File: config.mk
export PLATFORM = sky130hd
export DESIGN_NAME = generador_tono_flat
export DESIGN_NICKNAME = d
export VERILOG_FILES = /design/src/rtl/notas_pkg.sv /design/src/rtl/generador_tono_if.sv /design/src/rtl/divisor_restaurador.sv /design/src/rtl/generador_tono.sv /design/src/flat_wrapper.sv
export SDC_FILE = /design/constraint.sdc
export NUM_CORES = 1
export LEC_CHECK = 0
export CORE_MARGIN = 2
export CORE_UTILIZATION = 30
export CTS_CLUSTER_DIAMETER = 80
export DETAILED_ROUTE_END_ITERATION = 10
export HOLD_SLACK_MARGIN = 0.15
export PLACE_DENSITY_LB_ADDON = 0.12
export SKIP_CTS_REPAIR_TIMING = 1
export SLEW_MARGIN = 10
export SYNTH_ARGS = -nofsm -noshare
export SYNTH_HDL_FRONTEND = slang
export SYNTH_HIERARCHICAL = 1
export SYNTH_SLANG_ARGS = --single-unit
File: constraint.sdc
create_clock -name clk -period 9.3 [get_ports clk]
set_input_delay 2.325 -clock clk [delete_from_list [all_inputs] [get_ports clk]]
set_output_delay 2.325 -clock clk [all_outputs]
set_load 0.03 [all_outputs]
File: src/rtl/notas_pkg.sv
// notas_pkg: shared constants and types for the tone generator slice.
//   NOTA_W        default width of the note frequency (Hz)
//   CNT_W         default width of dividend, quotient and period counter
//   NOTA_SILENCIO note code meaning "no tone"
//   estado_t      control FSM states (IDLE -> DIV -> LOAD -> IDLE)
package notas_pkg;

    localparam int unsigned NOTA_W        = 16;
    localparam int unsigned CNT_W         = 32;
    localparam int unsigned NOTA_SILENCIO = 0;

    typedef enum logic [1:0] {
        ST_IDLE,
        ST_DIV,
        ST_LOAD
    } estado_t;

endpackage

File: src/rtl/generador_tono_if.sv
// generador_tono_if: note request / tone status bundle.
//   nota      requested frequency in Hz (0 = silence)   master -> slave
//   en        play enable                               master -> slave
//   tono_out  square-wave output                        slave -> master
//   busy      division in progress                      slave -> master
//   silencio  loaded note is silence                    slave -> master
interface generador_tono_if #(
    parameter int unsigned NOTA_W = notas_pkg::NOTA_W
);

    logic [NOTA_W-1:0] nota;
    logic              en;
    logic              tono_out;
    logic              busy;
    logic              silencio;

    modport master (
        output nota,
        output en,
        input  tono_out,
        input  busy,
        input  silencio
    );

    modport slave (
        input  nota,
        input  en,
        output tono_out,
        output busy,
        output silencio
    );

endinterface

File: src/rtl/divisor_restaurador.sv
// divisor_restaurador: unsigned restoring divider, one quotient bit per clock.
//   clk, rst     clock, asynchronous active-high reset
//   start_i      load operands and begin (ignored while a division runs only
//                by the caller's choice; a new start restarts the divider)
//   dividend_i   DVD_W-bit dividend
//   divisor_i    DVS_W-bit divisor (must be non-zero)
//   quotient_o   DVD_W-bit quotient, valid once the final step has completed
//   done_o       high during the clock whose edge performs the final step
module divisor_restaurador #(
    parameter int unsigned DVD_W = notas_pkg::CNT_W,
    parameter int unsigned DVS_W = notas_pkg::NOTA_W + 1
) (
    input  logic             clk,
    input  logic             rst,
    input  logic             start_i,
    input  logic [DVD_W-1:0] dividend_i,
    input  logic [DVS_W-1:0] divisor_i,
    output logic [DVD_W-1:0] quotient_o,
    output logic             done_o
);

    localparam int unsigned PW = $clog2(DVD_W + 1);

    logic [DVS_W-1:0] rem_q, rem_d;
    logic [DVS_W-1:0] dvs_q;
    logic [DVD_W-1:0] dvd_q;
    logic [DVD_W-1:0] quo_q;
    logic [PW-1:0]    pasos_q;
    logic [DVS_W:0]   parcial;
    logic             qbit;

    // The remainder is always below the divisor, so DVS_W bits hold it and
    // the shifted partial remainder needs only one extra bit.
    always_comb begin
        parcial = {rem_q, dvd_q[DVD_W-1]};
        qbit    = (parcial >= {1'b0, dvs_q});
        rem_d   = parcial[DVS_W-1:0];
        if (qbit) begin
            rem_d = DVS_W'(parcial - {1'b0, dvs_q});
        end
    end

    always_ff @(posedge clk or posedge rst) begin
        if (rst) begin
            rem_q   <= '0;
            dvs_q   <= '0;
            dvd_q   <= '0;
            quo_q   <= '0;
            pasos_q <= '0;
        end else if (start_i) begin
            rem_q   <= '0;
            dvs_q   <= divisor_i;
            dvd_q   <= dividend_i;
            quo_q   <= '0;
            pasos_q <= PW'(DVD_W);
        end else if (pasos_q != '0) begin
            rem_q   <= rem_d;
            dvd_q   <= {dvd_q[DVD_W-2:0], 1'b0};
            quo_q   <= {quo_q[DVD_W-2:0], qbit};
            pasos_q <= pasos_q - 1'b1;
        end
    end

    assign quotient_o = quo_q;
    assign done_o     = (pasos_q == PW'(1));

endmodule

File: src/rtl/generador_tono.sv
// generador_tono: 50%-duty square wave from a note frequency in Hz.
//   Half-period in clocks = max(floor(CLK_HZ / (2*nota)), 1), recomputed by a
//   sequential divider whenever nota changes; nota == 0 means silence.
//   clk, rst          clock, asynchronous active-high reset
//   tono_if (slave)   nota, en in; tono_out, busy, silencio out
// Build option: define TONO_SYNC_EN to let a new half-period take effect only
// at the next toggle; otherwise the counter is reloaded as soon as it is known.
module generador_tono #(
    parameter int unsigned CLK_HZ = 50_000_000,
    parameter int unsigned NOTA_W = 16,
    parameter int unsigned CNT_W  = 32
) (
    input  logic            clk,
    input  logic            rst,
    generador_tono_if.slave tono_if
);

    import notas_pkg::*;

    localparam int unsigned DVS_W = NOTA_W + 1;

`ifdef TONO_SYNC_EN
    localparam bit RECARGA_EN_LOAD = 1'b0;
`else
    localparam bit RECARGA_EN_LOAD = 1'b1;
`endif

    estado_t           estado_q;
    logic [NOTA_W-1:0] nota_reg_q;
    logic [CNT_W-1:0]  semi_q;
    logic [CNT_W-1:0]  cnt_q, cnt_d;
    logic [CNT_W-1:0]  cnt_act;
    logic [CNT_W-1:0]  quotient;
    logic [CNT_W-1:0]  semi_nuevo;
    logic [DVS_W-1:0]  divisor;
    logic              busy_q;
    logic              silencio_q;
    logic              tono_q, tono_d;
    logic              activo_q;
    logic              activo;
    logic              div_start;
    logic              div_done;
    logic              nota_cero;

    assign nota_cero  = (tono_if.nota == NOTA_W'(NOTA_SILENCIO));
    assign div_start  = (estado_q == ST_IDLE) && (tono_if.nota != nota_reg_q) && !nota_cero;
    assign divisor    = {tono_if.nota, 1'b0};
    assign semi_nuevo = (quotient == '0) ? CNT_W'(1) : quotient;

    divisor_restaurador #(
        .DVD_W (CNT_W),
        .DVS_W (DVS_W)
    ) u_div (
        .clk        (clk),
        .rst        (rst),
        .start_i    (div_start),
        .dividend_i (CNT_W'(CLK_HZ)),
        .divisor_i  (divisor),
        .quotient_o (quotient),
        .done_o     (div_done)
    );

    // Control FSM. A note change during DIV is not aborted: the running
    // division loads, and IDLE then notices the mismatch and restarts.
    always_ff @(posedge clk or posedge rst) begin
        if (rst) begin
            estado_q   <= ST_IDLE;
            nota_reg_q <= '0;
            semi_q     <= '0;
            busy_q     <= 1'b0;
            silencio_q <= 1'b1;
        end else begin
            case (estado_q)
                ST_IDLE: begin
                    if (tono_if.nota != nota_reg_q) begin
                        nota_reg_q <= tono_if.nota;
                        if (nota_cero) begin
                            estado_q <= ST_LOAD;
                        end else begin
                            busy_q   <= 1'b1;
                            estado_q <= ST_DIV;
                        end
                    end
                end
                ST_DIV: begin
                    if (div_done) begin
                        busy_q   <= 1'b0;
                        estado_q <= ST_LOAD;
                    end
                end
                ST_LOAD: begin
                    if (nota_reg_q == NOTA_W'(NOTA_SILENCIO)) begin
                        semi_q     <= '0;
                        silencio_q <= 1'b1;
                    end else begin
                        semi_q     <= semi_nuevo;
                        silencio_q <= 1'b0;
                    end
                    estado_q <= ST_IDLE;
                end
                default: estado_q <= ST_IDLE;
            endcase
        end
    end

    assign activo = tono_if.en && !silencio_q;

    // While idle the counter rests at 0; on the first active clock it behaves
    // as if a toggle had just happened, so the first rising edge comes after
    // exactly semi clocks.
    always_comb begin
        cnt_d   = cnt_q;
        tono_d  = tono_q;
        cnt_act = activo_q ? cnt_q : semi_q - 1'b1;
        if (!activo) begin
            cnt_d  = '0;
            tono_d = 1'b0;
        end else begin
            if (cnt_act == '0) begin
                tono_d = ~tono_q;
                cnt_d  = semi_q - 1'b1;
            end else begin
                cnt_d = cnt_act - 1'b1;
            end
            // Immediate reload keeps the output level; the current
            // half-cycle is cut short or stretched to the new length.
            if (RECARGA_EN_LOAD && (estado_q == ST_LOAD) &&
                (nota_reg_q != NOTA_W'(NOTA_SILENCIO))) begin
                tono_d = tono_q;
                cnt_d  = semi_nuevo - 1'b1;
            end
        end
    end

    always_ff @(posedge clk or posedge rst) begin
        if (rst) begin
            cnt_q    <= '0;
            tono_q   <= 1'b0;
            activo_q <= 1'b0;
        end else begin
            cnt_q    <= cnt_d;
            tono_q   <= tono_d;
            activo_q <= activo;
        end
    end

    assign tono_if.tono_out = tono_q;
    assign tono_if.busy     = busy_q;
    assign tono_if.silencio = silencio_q;

endmodule

File: src/flat_wrapper.sv
// flat-port wrapper written by rule: the top's interface ports become plain ports
module generador_tono_flat import notas_pkg::*;
#(
    parameter int unsigned CLK_HZ = 50_000_000,
    parameter int unsigned NOTA_W = 16,
    parameter int unsigned CNT_W  = 32
)
  (clk, rst, tono_if_nota, tono_if_en, tono_if_tono_out, tono_if_busy, tono_if_silencio);
  generador_tono_if #(.NOTA_W(NOTA_W)) tono_if_i ();
  input  logic clk;
  input  logic rst;
  input wire logic [$bits(tono_if_i.nota)-1:0] tono_if_nota;
  input wire logic [$bits(tono_if_i.en)-1:0] tono_if_en;
  output wire logic [$bits(tono_if_i.tono_out)-1:0] tono_if_tono_out;
  output wire logic [$bits(tono_if_i.busy)-1:0] tono_if_busy;
  output wire logic [$bits(tono_if_i.silencio)-1:0] tono_if_silencio;
  assign tono_if_i.nota = tono_if_nota;
  assign tono_if_i.en = tono_if_en;
  assign tono_if_tono_out = tono_if_i.tono_out;
  assign tono_if_busy = tono_if_i.busy;
  assign tono_if_silencio = tono_if_i.silencio;
  generador_tono #(.CLK_HZ(CLK_HZ), .NOTA_W(NOTA_W), .CNT_W(CNT_W)) u_core (.clk(clk), .rst(rst), .tono_if(tono_if_i));
endmodule
# --- Word-level counts from Yosys, hierarchy flattened ---
# Cells that the tools add are included.
# Widths: inputs -> output; s select.
classes:
  eq_ne: 9
  bitwise: 1
  n_lt_le_gt_ge: 1
  n_reduce_logical: 19
  addsub: 5
  n_mux: 27
ops:
  columns: ["cell", "n"]
  rows:
  - ["$mux 32", 10]
  - ["$sub 32x1->32 const B", 3]
  - ["$logic_not 32->1", 2]
  - ["$mux 17", 3]
  - ["$logic_not 16->1", 2]
  - ["$ge 18x17->1", 1]
  - ["$sub 17x17->17", 1]
  - ["$ne 16x16->1", 1]
  - ["$reduce_bool 16->1", 1]
  - ["$mux 6", 2]
  - ["$ne 2x2->1 const B", 4]
  - ["$mux 1", 7]
  - ["$eq 6x1->1 const B", 1]
  - ["$mux 2", 3]
  - ["$reduce_and 2->1", 3]
  - ["$reduce_bool 6->1", 1]
  - ["$sub 6x1->6 const B", 1]
  - ["$logic_and 1x1->1", 4]
  - ["$pmux 2 s2", 1]
  - ["$reduce_and 4->1", 1]
  - ["$reduce_bool 2->1", 2]
  - ["$eq 2x1->1 const B", 1]
  - ["$eq 2x2->1 const B", 1]
  - ["$logic_not 1->1", 2]
  - ["other kinds (4)", 4]
totals:
  out_inout_bits: 3
  reg_bits: 189

# --- Depth between registers and ports, before layout ---
# Gate-level depths: netlist of the first run.
depth:
  word_depth: 6
  mapped_depth: 16
  mapped_depth_nobuf: 13

# --- By module ---
# The synthesis of the first run kept the hierarchy.
by_module_without_submodules:
  columns: ["mod", "n_inst", "cells_per_inst", "seq_area_each_um2", "area_each_um2"]
  rows:
  - ["generador_tono", 1, 780, 2153.3, 6658.9]
  - ["divisor_restaurador", 1, 589, 2602.5, 5470.2]

# --- Worst setup path after synthesis of the first run ---
# OpenSTA, ideal clock, no wires.
synth_timing:
  path_kind: "input port to flip-flop"
  startpoint: "in tono_if_nota[15]"
  endpoint: "reg u_core.u_div.pasos_q[0]"
  slack_ns: 5.036
  path_stages: 10
  required_time_ns: 9.168
  path_buffers: 4
  arrival_ns: 4.132
  cell_sequence: "xnor2_1 > nand4_1 > nor4_1 > or3_1 > clkbuf_1 > nor2b_1 > buf_6 > clkbuf_1 > buf_1 > nor2_1"
synth_via:
  elab_chain_cells: 4
  elab_cells_between_ends: 7
  cone_classes: "eq/ne: 1; mux: 1; reduce/logical: 5"
synth_lines:
  columns: ["element", "line", "rtl"]
  rows:
  - ["from (decl)", "flat_wrapper.sv:12", "input wire logic [$bits(tono_if_i.nota)-1:0] tono_if_nota;"]
  - ["$ne 16x16->1 / $logic_not 16->1 (equally long branches)", "generador_tono.sv:46, generador_tono.sv:45", null]
  - ["$logic_and 1x1->1 / $logic_not 1->1 (equally long branches)", "generador_tono.sv:46", "assign div_start = (estado_q == ST_IDLE) && (tono_if.nota != nota_reg_q) && !nota_cero;"]
  - ["$logic_and 1x1->1 (*)", "generador_tono.sv:46", null]
  - ["named net u_core.div_start", "generador_tono.sv:41", "logic div_start;"]
  - ["$mux 6 / $reduce_bool 2->1 (equally long branches)", null, null]
  - ["to (signal assigned)", "divisor_restaurador.sv:55", "pasos_q <= PW'(DVD_W);"]
  - ["to (signal assigned)", "divisor_restaurador.sv:60", "pasos_q <= pasos_q - 1'b1;"]
  - ["to (decl)", "divisor_restaurador.sv:28", "logic [PW-1:0] pasos_q;"]
# The timed path passes the listed nets; every way through them passes the cells marked *.
# A chain may end at the register's enable or synchronous reset.

# --- Worst setup path after layout of the first run ---
layout_timing:
  startpoint: "in tono_if_nota[15]"
  endpoint: "reg u_core.u_div.dvd_q[20]"
layout_via:
  elab_chain_cells: 4
  elab_cells_between_ends: 7
  cone_classes: "eq/ne: 1; mux: 1; reduce/logical: 5"
layout_lines:
  columns: ["element", "line", "rtl"]
  rows:
  - ["$ne 16x16->1 / $logic_not 16->1 (equally long branches)", "generador_tono.sv:46, generador_tono.sv:45", null]
  - ["$logic_and 1x1->1 / $logic_not 1->1 (equally long branches)", "generador_tono.sv:46", null]
  - ["$logic_and 1x1->1 (*)", "generador_tono.sv:46", null]
  - ["named net u_core.div_start", "generador_tono.sv:41", null]
  - ["$mux 32 / $reduce_bool 2->1 (equally long branches)", null, null]
  - ["to (signal assigned)", "divisor_restaurador.sv:53", "dvd_q <= dividend_i;"]
  - ["to (signal assigned)", "divisor_restaurador.sv:58", "dvd_q <= {dvd_q[DVD_W-2:0], 1'b0};"]
  - ["to (decl)", "divisor_restaurador.sv:26", "logic [DVD_W-1:0] dvd_q;"]
# Marks and branches as above.

==> out/metrics.csv, run 1 <==
stage,metric,value,unit
cts,Max Buffers Root-to-Sink,2,
cts,Num CTS Buffers,17,
synthesis,top cell type's share of synthesized area,38.99,%
timing,worst rel slew slack,24.44,%
pwr,maximum VDD drop,0.0002130,V
finish,nets,1410,
worst_setup_path,end of the worst register-to-register path,u_core/cnt_q[3]$_DFF_PP0_,
worst_setup_path,Worst Path Buf+Inv,3,
synthesis,share of flip-flops with an asynchronous set or reset,100.0,%
worst_setup_path,Setup crit start,tono_if_nota[15],
finish,highest-count cells in the layout ignoring fill and taps,"dfrtp_1, nand2_1, nor2_1",
worst_setup_path,cell family with the largest share of critical-path delay,buffers and inverters,
finish,ant diodes,0,
die,Die Y,205.1,um
worst_setup_path,CP Class,in2reg,
die,die area,42060,sq um
drt,via count,9713,
finish,area of the multi-input gates,6973,sq um
worst_setup_path,Critical Path AT,5.58,ns
synthesis,top_reg_cell synth,dfrtp_1,
drt,post-route ant nets,0,
synthesis,number of synthesized register bits,190,
timing,Fin. Hold Viols,0,
pwr,Power Total,0.005321,W
worst_setup_path,Max stage delay on crit path,0.70,ns
finish,register area,4757,sq um
global_route,GRT Overall Usage,16.51,%
timing,Final period util,56.95,%
cts,TritonCTS clock tree,yes,
place,dpl cells,1873,
place,IO buf count,21,
min_path,Worst Hold End,u_core/tono_if.silencio$_DFFE_PP1N_,
finish,fraction of layout cells with a size suffix above 1,7.464,%
timing,post-route setup slack,4.003,ns
drt,# DRC,0,
finish,Area growth syn-to-layout,10.68,%
drt,Total Wirelength,33.09,mm
timing,minimum clock period,5.297,ns
finish,filler instances,4223,
place,HPWL after detailed placement,22.75,mm
worst_setup_path,CP max-delay cell,buf_4,
die,core area,39820,sq um
worst_setup_path,CP required,9.59,ns
timing,# setup viols final,0,
die,row count,73,
worst_setup_path,r2r setup slk,4.41,ns
synthesis,Yosys top cell by area,dfrtp_1,
synthesis,synth top area cells,"dfrtp_1, nand2_1, xnor2_1",
place,pre-CTS setup slack,3.475,ns
die,Die W,205.1,um
min_path,HP Class,reg2reg,
global_route,first-pass GRT wire length,54.94,mm
timing,f_max,188.8,MHz
cts,H-tree depth,4,
timing,Slew Limit Fails,0,
timing,Slew @ Worst Pin,1.133,ns
synthesis,syn avg cell area,8.860,sq um
synthesis,post-synthesis cell count,1369,
worst_setup_path,cell repeated most along the worst path,buf_4,
die,starting density of the core,30.46,%
finish,"most common cell after layout, fill and taps aside",dfrtp_1,
pwr,Power Dens Cells,396.3,nW/um^2
cts,worst skew pair latency,0.45,ns
global_route,vias in the first global route,9677,
finish,Layout Cells excl Fill,1905,
global_route,GRT overflow,0,
timing,clk_skew,0.01584,ns
drt,DR WL/cell,17.37,um
die,Top Ports,22,
timing,RSZ-0062 raised after global routing,false,
pwr,leakage power,5.734,nW
synthesis,Synth cell types,96,
global_route,pin count of the biggest net entering global routing,87,
synthesis,"EDFF count, synth",0,
worst_setup_path,worst reg2reg path depth,13,
worst_setup_path,reg2reg start,u_core/semi_q[0]$_DFFE_PP0N_,
cts,Worst-path clk slew,0.07,ns
synthesis,share of the yosys chip area belonging to registers,39.21,%
min_path,hold path depth,2,
synthesis,Synth Cell Area,12130,sq um
global_route,initial antenna violation count,0,
cts,clk sinks,190,
place,routability cong.,0.8108,
drt,Detailed Routing Iterations Pass 1,5,
flow_run,total of max-cap violations,0,
worst_setup_path,CP cell instances,clkdlybuf4s50_1 > xnor2_1 > nand4_1 > nor4_1 > or3_1 > nor2b_4 > buf_4 > buf_4 > o21ai_0,
min_path,hold_sp,u_core/tono_if.silencio$_DFFE_PP1N_,
timing,Setup TNS,0,ns
status,status,completed,
worst_setup_path,peak fanout along the critical path,80,
drt,Starting DRT DRC Count,617,
synthesis,Syn. warnings,6,
worst_setup_path,CP startpoint kind,input pin,
drt,via/cell ratio,5.099,
worst_setup_path,crit path capture type,flop,
cts,CTS Root Cell,clkbuf_16,
[report_power, final]
part           total, W  leakage (nW)  internal (W)  switching, W
clock network  0.000739         0.278      0.000365      0.000374
logic           0.00319          3.01       0.00130       0.00189
registers       0.00139          2.45       0.00113      0.000267
total           0.00532          5.73       0.00279       0.00253
[worst max-delay path by stage]
stage,endpoint,slack [ns],depth (start not counted)
floorplan,u_core/u_div/dvd_q[0]$_DFFE_PP0P_,4.24,1
global placement,u_core/u_div/dvd_q[17]$_DFFE_PP0P_,3.58,9
detailed placement,u_core/u_div/dvd_q[9]$_DFFE_PP0P_,3.48,9
CTS,u_core/u_div/dvd_q[9]$_DFFE_PP0P_,3.97,9
global route,u_core/u_div/dvd_q[9]$_DFFE_PP0P_,3.69,9
finish,u_core/u_div/dvd_q[20]$_DFFE_PP0P_,4.00,9
[cells in the mapped netlist (21+ instances only)]
master,instances
a21oi_1,89
a22o_1,31
buf_2,21
clkbuf_1,51
dfrtp_1,189
ha_1,23
inv_1,39
mux2i_1,42
nand2_1,181
nand2b_1,24
nand3_1,25
nor2_1,94
nor3_1,46
nor4_1,39
o21ai_0,90
xnor2_1,63
xor2_1,37
[sequential cells by signal, indices dropped and copies added, names as in the netlist, 2 cells and up]
register and flops:
u_core/cnt_q 32, u_core/estado_q 2, u_core/nota_reg_q 16, u_core/semi_q 32, u_core/u_div/dvd_q 32, u_core/u_div/dvs_q 17
u_core/u_div/pasos_q 6, u_core/u_div/quotient_o 32, u_core/u_div/rem_q 17
[worst register-to-register path: cells and delay by family (launching register included)]
family	cells	cell delay [ns]
buf+inv	2	0.42
flops	1	0.49
fa+ha+maj	1	0.28
simple gates	6	2.48
compound gates	4	1.11
[through the flow]
stage	utilization, %	area [sq um]	hold WS (ns)
floorplan	-	12250	0.4875
global placement	32.23	12830	0.4771
detailed placement	32.23	12830	0.4805
CTS	33.71	13420	0.4921
global route	33.71	13420	0.5366
finish	33.71	13420	0.4898
[layer usage]
layer / GRT usage [%] / up-vias / part of all wire, %
met5: 0 / - / 0
met4: 3.931 / 0 / 1.4
met3: 2.386 / 18 / 2.2
met2: 26.57 / 112 / 46
met1: 23.30 / 4683 / 50
li1: - / 4900 / -
[cells by family after synthesis]
logic type	after synthesis	synth area share, %
mux	59	5.044
other cells	2	0.06192
xor+xnor	100	7.221
simple gates	520	21.88
buf+inv	124	4.590
fa+ha+maj	24	2.538
flops	190	39.21
compound gates	350	19.46
[final cells by class]
type / instances / share of cell area [%]
inverter: 40 / 1.156
sequential: 190 / 35.44
timing repair buffer: 32 / 2.181
tap: 525 / 4.893
clock buffer: 18 / 3.272
multi-input combinational: 1086 / 51.94
clock inverter: 14 / 1.118
Power figures use the tool's default switching activity.
==> run 2, diff against run 1 <==
==> constraint.sdc (replaced) <==
create_clock -name clk -period 5.4 [get_ports clk]
set_input_delay 1.35 -clock clk [delete_from_list [all_inputs] [get_ports clk]]
set_output_delay 1.35 -clock clk [all_outputs]
set_load 0.03 [all_outputs]
==> run 2 against run 1 <==
Effect of this change:
- sequential power up 72%
- hold slack barely moved
- clock power increased by 76%
- cell area grew 0.62%
- via count grew 2.3%
- core utilization is 0.21 points higher
- non-clock buffer count rose by 11
- critical endpoint is now u_core/cnt_q[24]$_DFF_PP0_
- highest routed layer unchanged
==> out/metrics.csv, run 2 (same netlist as run 1, synthesis figures left out) <==
stage,metric,value,unit,change
status,status,completed,,
cts,Worst-path clk slew,0.07,ns,about the same
die,Top Ports,22,,unchanged
timing,f_max,221.0,MHz,
global_route,met3 GRT Util,2.911,%,+0.52 points
worst_setup_path,crit path capture type,flop,,
drt,# DRC,0,,unchanged
die,Die Y,205.1,um,unchanged
die,core area,39820,sq um,unchanged
place,HPWL after detailed placement,23.28,mm,+2.3%
finish,nets,1421,,+0.78%
global_route,grt met2 use,26.39,%,-0.18 points
die,starting density of the core,30.46,%,unchanged
global_route,pin count of the biggest net entering global routing,91,,+4.6%
timing,Fin. Hold Viols,0,,unchanged
place,area post-placement,12920,sq um,+0.70%
place,routability cong.,0.8327,,+2.7%
drt,DR WL/cell,17.46,um,+0.53%
drt,Starting DRT DRC Count,555,,-10%
timing,clk_skew,0.01190,ns,-0.003942 ns
worst_setup_path,Critical Path AT,4.86,ns,-0.72 ns
timing,Slew Limit Fails,0,,unchanged
global_route,met1 usage,23.89,%,+0.59 points
timing,Setup TNS,0,ns,unchanged
flow_run,total of max-cap violations,0,,unchanged
pwr,Power Dens Cells,689.4,nW/um^2,+74%
drt,post-route ant nets,0,,unchanged
pwr,switching share of total power,47.01,%,-0.47 points
finish,Area growth syn-to-layout,11.36,%,
pwr,Clk pwr share,13.9,%,about the same
global_route,GRT overflow,0,,unchanged
worst_setup_path,Max stage delay on crit path,0.59,ns,-0.11 ns
worst_setup_path,peak fanout along the critical path,13,,-84%
cts,CTS Root Cell,clkbuf_16,,
cts,Num CTS Buffers,17,,unchanged
global_route,initial antenna violation count,0,,unchanged
drt,via/cell ratio,5.186,,+1.7%
timing,RSZ-0062 raised after global routing,false,,
drt,Detailed Routing Iterations Pass 1,5,,unchanged
drt,via count,9937,,+2.3%
die,die area,42060,sq um,unchanged
worst_setup_path,CP cell instances,inv_1 > ha_1 > nor4b_4 > nand4_1 > o21a_1 > o31ai_1 > nand3_2 > or3_4 > or2_1 > buf_4 > or3_1 > o211ai_1 > a21oi_1,,
finish,fraction of layout cells with a size suffix above 1,8.124,%,+0.66 points
cts,Max Buffers Root-to-Sink,2,,unchanged
pwr,combinational power share,60.4,%,+0.5 points
timing,worst rel slew slack,24.50,%,+0.055 points
global_route,first-pass GRT wire length,55.81,mm,+1.6%
place,pre-CTS setup slack,0.9126,ns,-2.563 ns
timing,Final period util,83.81,%,
die,row count,73,,unchanged
cts,H-tree depth,4,,unchanged
pwr,maximum VDD drop,0.0003081,V,+45%
worst_setup_path,CP required,5.73,ns,-3.86 ns
finish,"most common cell after layout, fill and taps aside",dfrtp_1,,
finish,final core occ,33.92,%,+0.21 points
cts,worst skew pair latency,0.46,ns,about the same
worst_setup_path,CP Class,reg2reg,,
pwr,leakage power,5.793,nW,+1.0%
global_route,vias in the first global route,9883,,+2.1%
timing,Slew @ Worst Pin,1.133,ns,-0.0008266 ns
global_route,GRT Overall Usage,16.90,%,+0.39 points
worst_setup_path,CP startpoint kind,flop,,
drt,Total Wirelength,33.46,mm,+1.1%
pwr,Sequential Power Share,25.7,%,-0.5 points
timing,minimum clock period,4.526,ns,
finish,ant diodes,0,,unchanged
cts,clk sinks,190,,unchanged
finish,highest-count cells in the layout ignoring fill and taps,"dfrtp_1, nand2_1, nor2_1",,
min_path,HP Class,reg2reg,,
pwr,cell-internal power,0.004934,W,+77%
timing,# setup viols final,0,,unchanged
cts,TritonCTS clock tree,yes,,
pwr,sw power,0.004377,W,+73%
worst_setup_path,CP max-delay cell,nand4_1,,
place,IO buf count,21,,unchanged
die,Die W,205.1,um,unchanged
worst_setup_path,r2r setup slk,0.87,ns,-3.54 ns
global_route,GR peak layer,met2,,
finish,final non-filler cell area,13510,sq um,+0.62%
timing,post-route setup slack,0.8745,ns,-3.129 ns
## run 2: metrics by stage
stage / std cells / power (W) / hold slack (ns)
finish: 1916 / 0.009311 / 0.4899
global route: 1916 / 0.01020 / 0.5234
CTS: 1916 / 0.009390 / 0.4894
detailed placement: 1884 / 0.008036 / 0.4780
global placement: 1884 / 0.008003 / 0.4762
floorplan: 1400 / 0.006776 / 0.4875
## run 2: final cells by class
class	count	area, sq um
fillers	4200	26320
flip-flops and latches	190	4757
multi-input cells	1086	6968
clock buffers	20	456.7
inverters	40	155.1
clock inverters	12	125.1
well taps	525	656.9
repair buffers	43	387.9
## run 2: layer usage
metal	vias up	share of wire, %
li1	4923	-
met1	4840	50
met2	141	46
met3	33	3.1
met4	0	1.7
met5	-	0
## run 2: final timing paths
path | startpoint | to | cells after the start
worst max-delay path | u_core/semi_q[0]$_DFFE_PP0N_ | u_core/cnt_q[24]$_DFF_PP0_ | 13
worst min-delay path | u_core/tono_if.silencio$_DFFE_PP1N_ | u_core/tono_if.silencio$_DFFE_PP1N_ | 2
worst max register to register | u_core/semi_q[0]$_DFFE_PP0N_ | u_core/cnt_q[24]$_DFF_PP0_ | 13
worst min register to register | u_core/tono_if.silencio$_DFFE_PP1N_ | u_core/tono_if.silencio$_DFFE_PP1N_ | 2
max in group asynchronous | rst | u_core/tono_if.silencio$_DFFE_PP1N_ | 3
min in group asynchronous | rst | u_core/u_div/dvd_q[13]$_DFFE_PP0P_ | 2
## run 2: power groups by stage
stage | clock network, W | logic, W | registers, W
2_1_floorplan | 0 | 0.00452 | 0.00226
3_3_place_gp | 0 | 0.00559 | 0.00241
3_5_place_dp | 0 | 0.00562 | 0.00242
4_1_cts | 0.00136 | 0.00564 | 0.00239
5_1_grt | 0.00141 | 0.00631 | 0.00247
6_report | 0.00130 | 0.00562 | 0.00239
## run 2: worst max-delay path, delay by kind of cell (launching register included)
kind / cells / cell delay [ns]
flops: 1 / 0.49
compound gates: 4 / 1.00
fa+ha+maj: 1 / 0.28
simple gates: 6 / 2.28
buf+inv: 2 / 0.38
==> run 3, diff against run 2 <==
==> constraint.sdc (replaced) <==
create_clock -name clk -period 4.1 [get_ports clk]
set_input_delay 1.025 -clock clk [delete_from_list [all_inputs] [get_ports clk]]
set_output_delay 1.025 -clock clk [all_outputs]
set_load 0.03 [all_outputs]
==> run 3 against run 2 <==
Effect of this change:
- total power rose by 35%
- largest cell class unchanged
- global-route usage barely moved
- worst setup slack got worse by 0.62 ns
- die area did not move
- critical path depth rose by 1
- clock skew fell by 0.0020 ns
- hold slack improved by 0.0098 ns
- first-iteration DRC count rose by 21%
==> out/metrics.csv, run 3 (same netlist as run 1, synthesis figures left out) <==
stage,metric,value,unit,change
worst_setup_path,end of the worst register-to-register path,u_core/cnt_q[18]$_DFF_PP0_,,
finish,fraction of layout cells with a size suffix above 1,10.85,%,+2.7 points
die,Die W,205.1,um,unchanged
timing,minimum clock period,3.849,ns,-0.6766 ns
cts,TritonCTS clock tree,yes,,
drt,Total Wirelength,34.02,mm,+1.7%
die,Die Y,205.1,um,unchanged
finish,area of the multi-input gates,6982,sq um,+0.20%
cts,Max Buffers Root-to-Sink,2,,unchanged
timing,clk_skew,0.009870,ns,-0.002031 ns
place,area post-placement,13270,sq um,+2.7%
worst_setup_path,Setup crit start,u_core/semi_q[0]$_DFFE_PP0N_,,
timing,worst rel slew slack,39.33,%,+15 points
finish,nets,1459,,+2.7%
global_route,GRT overflow,0,,unchanged
worst_setup_path,r2r setup slk,0.25,ns,-0.62 ns
timing,Slew Limit Fails,0,,unchanged
drt,via count,10083,,+1.5%
worst_setup_path,CP Class,reg2reg,,
finish,highest-count cells in the layout ignoring fill and taps,"dfrtp_1, nand2_1, nor2_1",,
place,HPWL after detailed placement,24.23,mm,+4.1%
global_route,first-pass GRT wire length,56.10,mm,+0.51%
pwr,maximum VDD drop,0.0003455,V,+12%
worst_setup_path,capture point of the worst path,u_core/cnt_q[18]$_DFF_PP0_,,
die,starting density of the core,30.46,%,unchanged
worst_setup_path,crit path capture type,flop,,
worst_setup_path,cell repeated most along the worst path,buf_4,,
cts,Num CTS Buffers,17,,unchanged
die,row count,73,,unchanged
cts,H-tree depth,4,,unchanged
timing,Slew @ Worst Pin,0.9017,ns,-0.2308 ns
worst_setup_path,peak fanout along the critical path,15,,+2
drt,DR WL/cell,17.41,um,-0.28%
worst_setup_path,CP required,4.41,ns,-1.32 ns
timing,post-route setup slack,0.2511,ns,-0.6234 ns
min_path,HP Class,reg2reg,,
global_route,initial antenna violation count,0,,unchanged
drt,Starting DRT DRC Count,674,,+21%
cts,worst skew pair latency,0.45,ns,about the same
place,IO buf count,21,,unchanged
timing,# setup viols final,0,,unchanged
status,status,completed,,
drt,via/cell ratio,5.160,,-0.50%
drt,Detailed Routing Iterations Pass 1,5,,unchanged
finish,"most common cell after layout, fill and taps aside",dfrtp_1,,
worst_setup_path,worst reg2reg path depth,14,,+1
worst_setup_path,CP max-delay cell,dfrtp_1,,
pwr,leakage power,6.005,nW,+3.6%
finish,filler instances,4142,,-1.4%
worst_setup_path,CP cell instances,inv_1 > ha_1 > nor4b_4 > nand4_1 > buf_4 > o21a_1 > o31ai_1 > nand3_2 > or3_4 > or2_2 > buf_4 > nand2_1 > o31a_1 > o21ai_1,,
global_route,GRT Overall Usage,16.95,%,+0.049 points
finish,final non-filler cell area,13870,sq um,+2.7%
worst_setup_path,Max stage delay on crit path,0.49,ns,-0.10 ns
flow_run,total of max-cap violations,0,,unchanged
place,pre-CTS setup slack,0.1992,ns,-0.7135 ns
finish,Area growth syn-to-layout,14.39,%,
timing,RSZ-0062 raised after global routing,false,,
place,routability cong.,0.8446,,+1.4%
drt,# DRC,0,,unchanged
timing,Setup TNS,0,ns,unchanged
die,core area,39820,sq um,unchanged
timing,Final period util,93.88,%,+10 points
cts,CTS Root Cell,clkbuf_16,,
worst_setup_path,Critical Path AT,4.16,ns,-0.70 ns
timing,f_max,259.8,MHz,+18%
worst_setup_path,reg2reg start,u_core/semi_q[0]$_DFFE_PP0N_,,
die,Top Ports,22,,unchanged
timing,Fin. Hold Viols,0,,unchanged
cts,Worst-path clk slew,0.08,ns,about the same
global_route,pin count of the biggest net entering global routing,60,,-34%
finish,ant diodes,0,,unchanged
cts,clk sinks,190,,unchanged
finish,register area,4757,sq um,unchanged
drt,post-route ant nets,0,,unchanged
global_route,vias in the first global route,9993,,+1.1%
die,die area,42060,sq um,unchanged
worst_setup_path,CP startpoint kind,flop,,
pwr,Power Dens Cells,907.8,nW/um^2,+32%
==> run 3: cell count changes in the layout (fill, tap and decap cells not counted), moves of 2 or more <==
cell,before,now
clkinv_4,2,0
buf_4,21,54
or4b_1,2,0
inv_8,2,4
or4b_4,0,2
buf_12,1,6
==> run 3: routing by layer <==
layer  global-route usage, %  part of all wire (%)  vias to the layer above
li1                        -                     -                     5022
met1                   24.31                    50                     4878
met2                   26.52                    45                      160
met3                   2.959                   3.5                       23
met4                   3.828                   1.1                        0
met5                       0                     0                        -
==> run 3: area by class of cell <==
| class | count | area share, % |
|---|---|---|
| Sequential cell | 190 | 34.29 |
| Clock inverter | 13 | 1.046 |
| Clock buffer | 19 | 3.192 |
| Tap cell | 525 | 4.734 |
| Timing Repair Buffer | 81 | 5.303 |
| Multi-Input combinational cell | 1086 | 50.32 |
| Inverter | 40 | 1.118 |
==> run 3: critical path: cells and delay by family (launching register included) <==
kind | cells | cell delay [ns]
flops | 1 | 0.49
buf+inv | 3 | 0.58
compound gates | 4 | 0.75
fa+ha+maj | 1 | 0.21
simple gates | 6 | 1.67
==> run 3: how the worst min path moves through the flow <==
stage	startpoint	to	depth (start not counted)
after global placement	u_core/tono_if.busy$_DFFE_PP0P_	u_core/tono_if.busy$_DFFE_PP0P_	1
after detailed placement	u_core/tono_if.busy$_DFFE_PP0P_	u_core/tono_if.busy$_DFFE_PP0P_	1
after floorplan	u_core/u_div/dvs_q[0]$_DFFE_PP0P_	u_core/u_div/dvs_q[0]$_DFFE_PP0P_	1
after global routing	u_core/tono_if.silencio$_DFFE_PP1N_	u_core/tono_if.silencio$_DFFE_PP1N_	2
final	u_core/tono_if.silencio$_DFFE_PP1N_	u_core/tono_if.silencio$_DFFE_PP1N_	2
after CTS	u_core/tono_if.silencio$_DFFE_PP1N_	u_core/tono_if.silencio$_DFFE_PP1N_	2
==> run 3: per-stage QoR <==
| step | power, W | util, % | instances | hold slack, ns |
|---|---|---|---|---|
| finish | 0.01260 | 34.84 | 1954 | 0.4997 |
| global route | 0.01373 | 34.84 | 1954 | 0.5447 |
| CTS | 0.01267 | 34.81 | 1954 | 0.5051 |
| detailed placement | 0.01088 | 33.33 | 1922 | 0.4929 |
| global placement | 0.01085 | 33.33 | 1922 | 0.4768 |
| floorplan | 0.008925 | - | 1400 | 0.4875 |
==> run 3: power breakdown <==
group	leakage, nW	internal [W]	switching, W
logic	3.28	0.00334	0.00442
registers	2.45	0.00255	0.000566
clock network	0.281	0.000881	0.000841
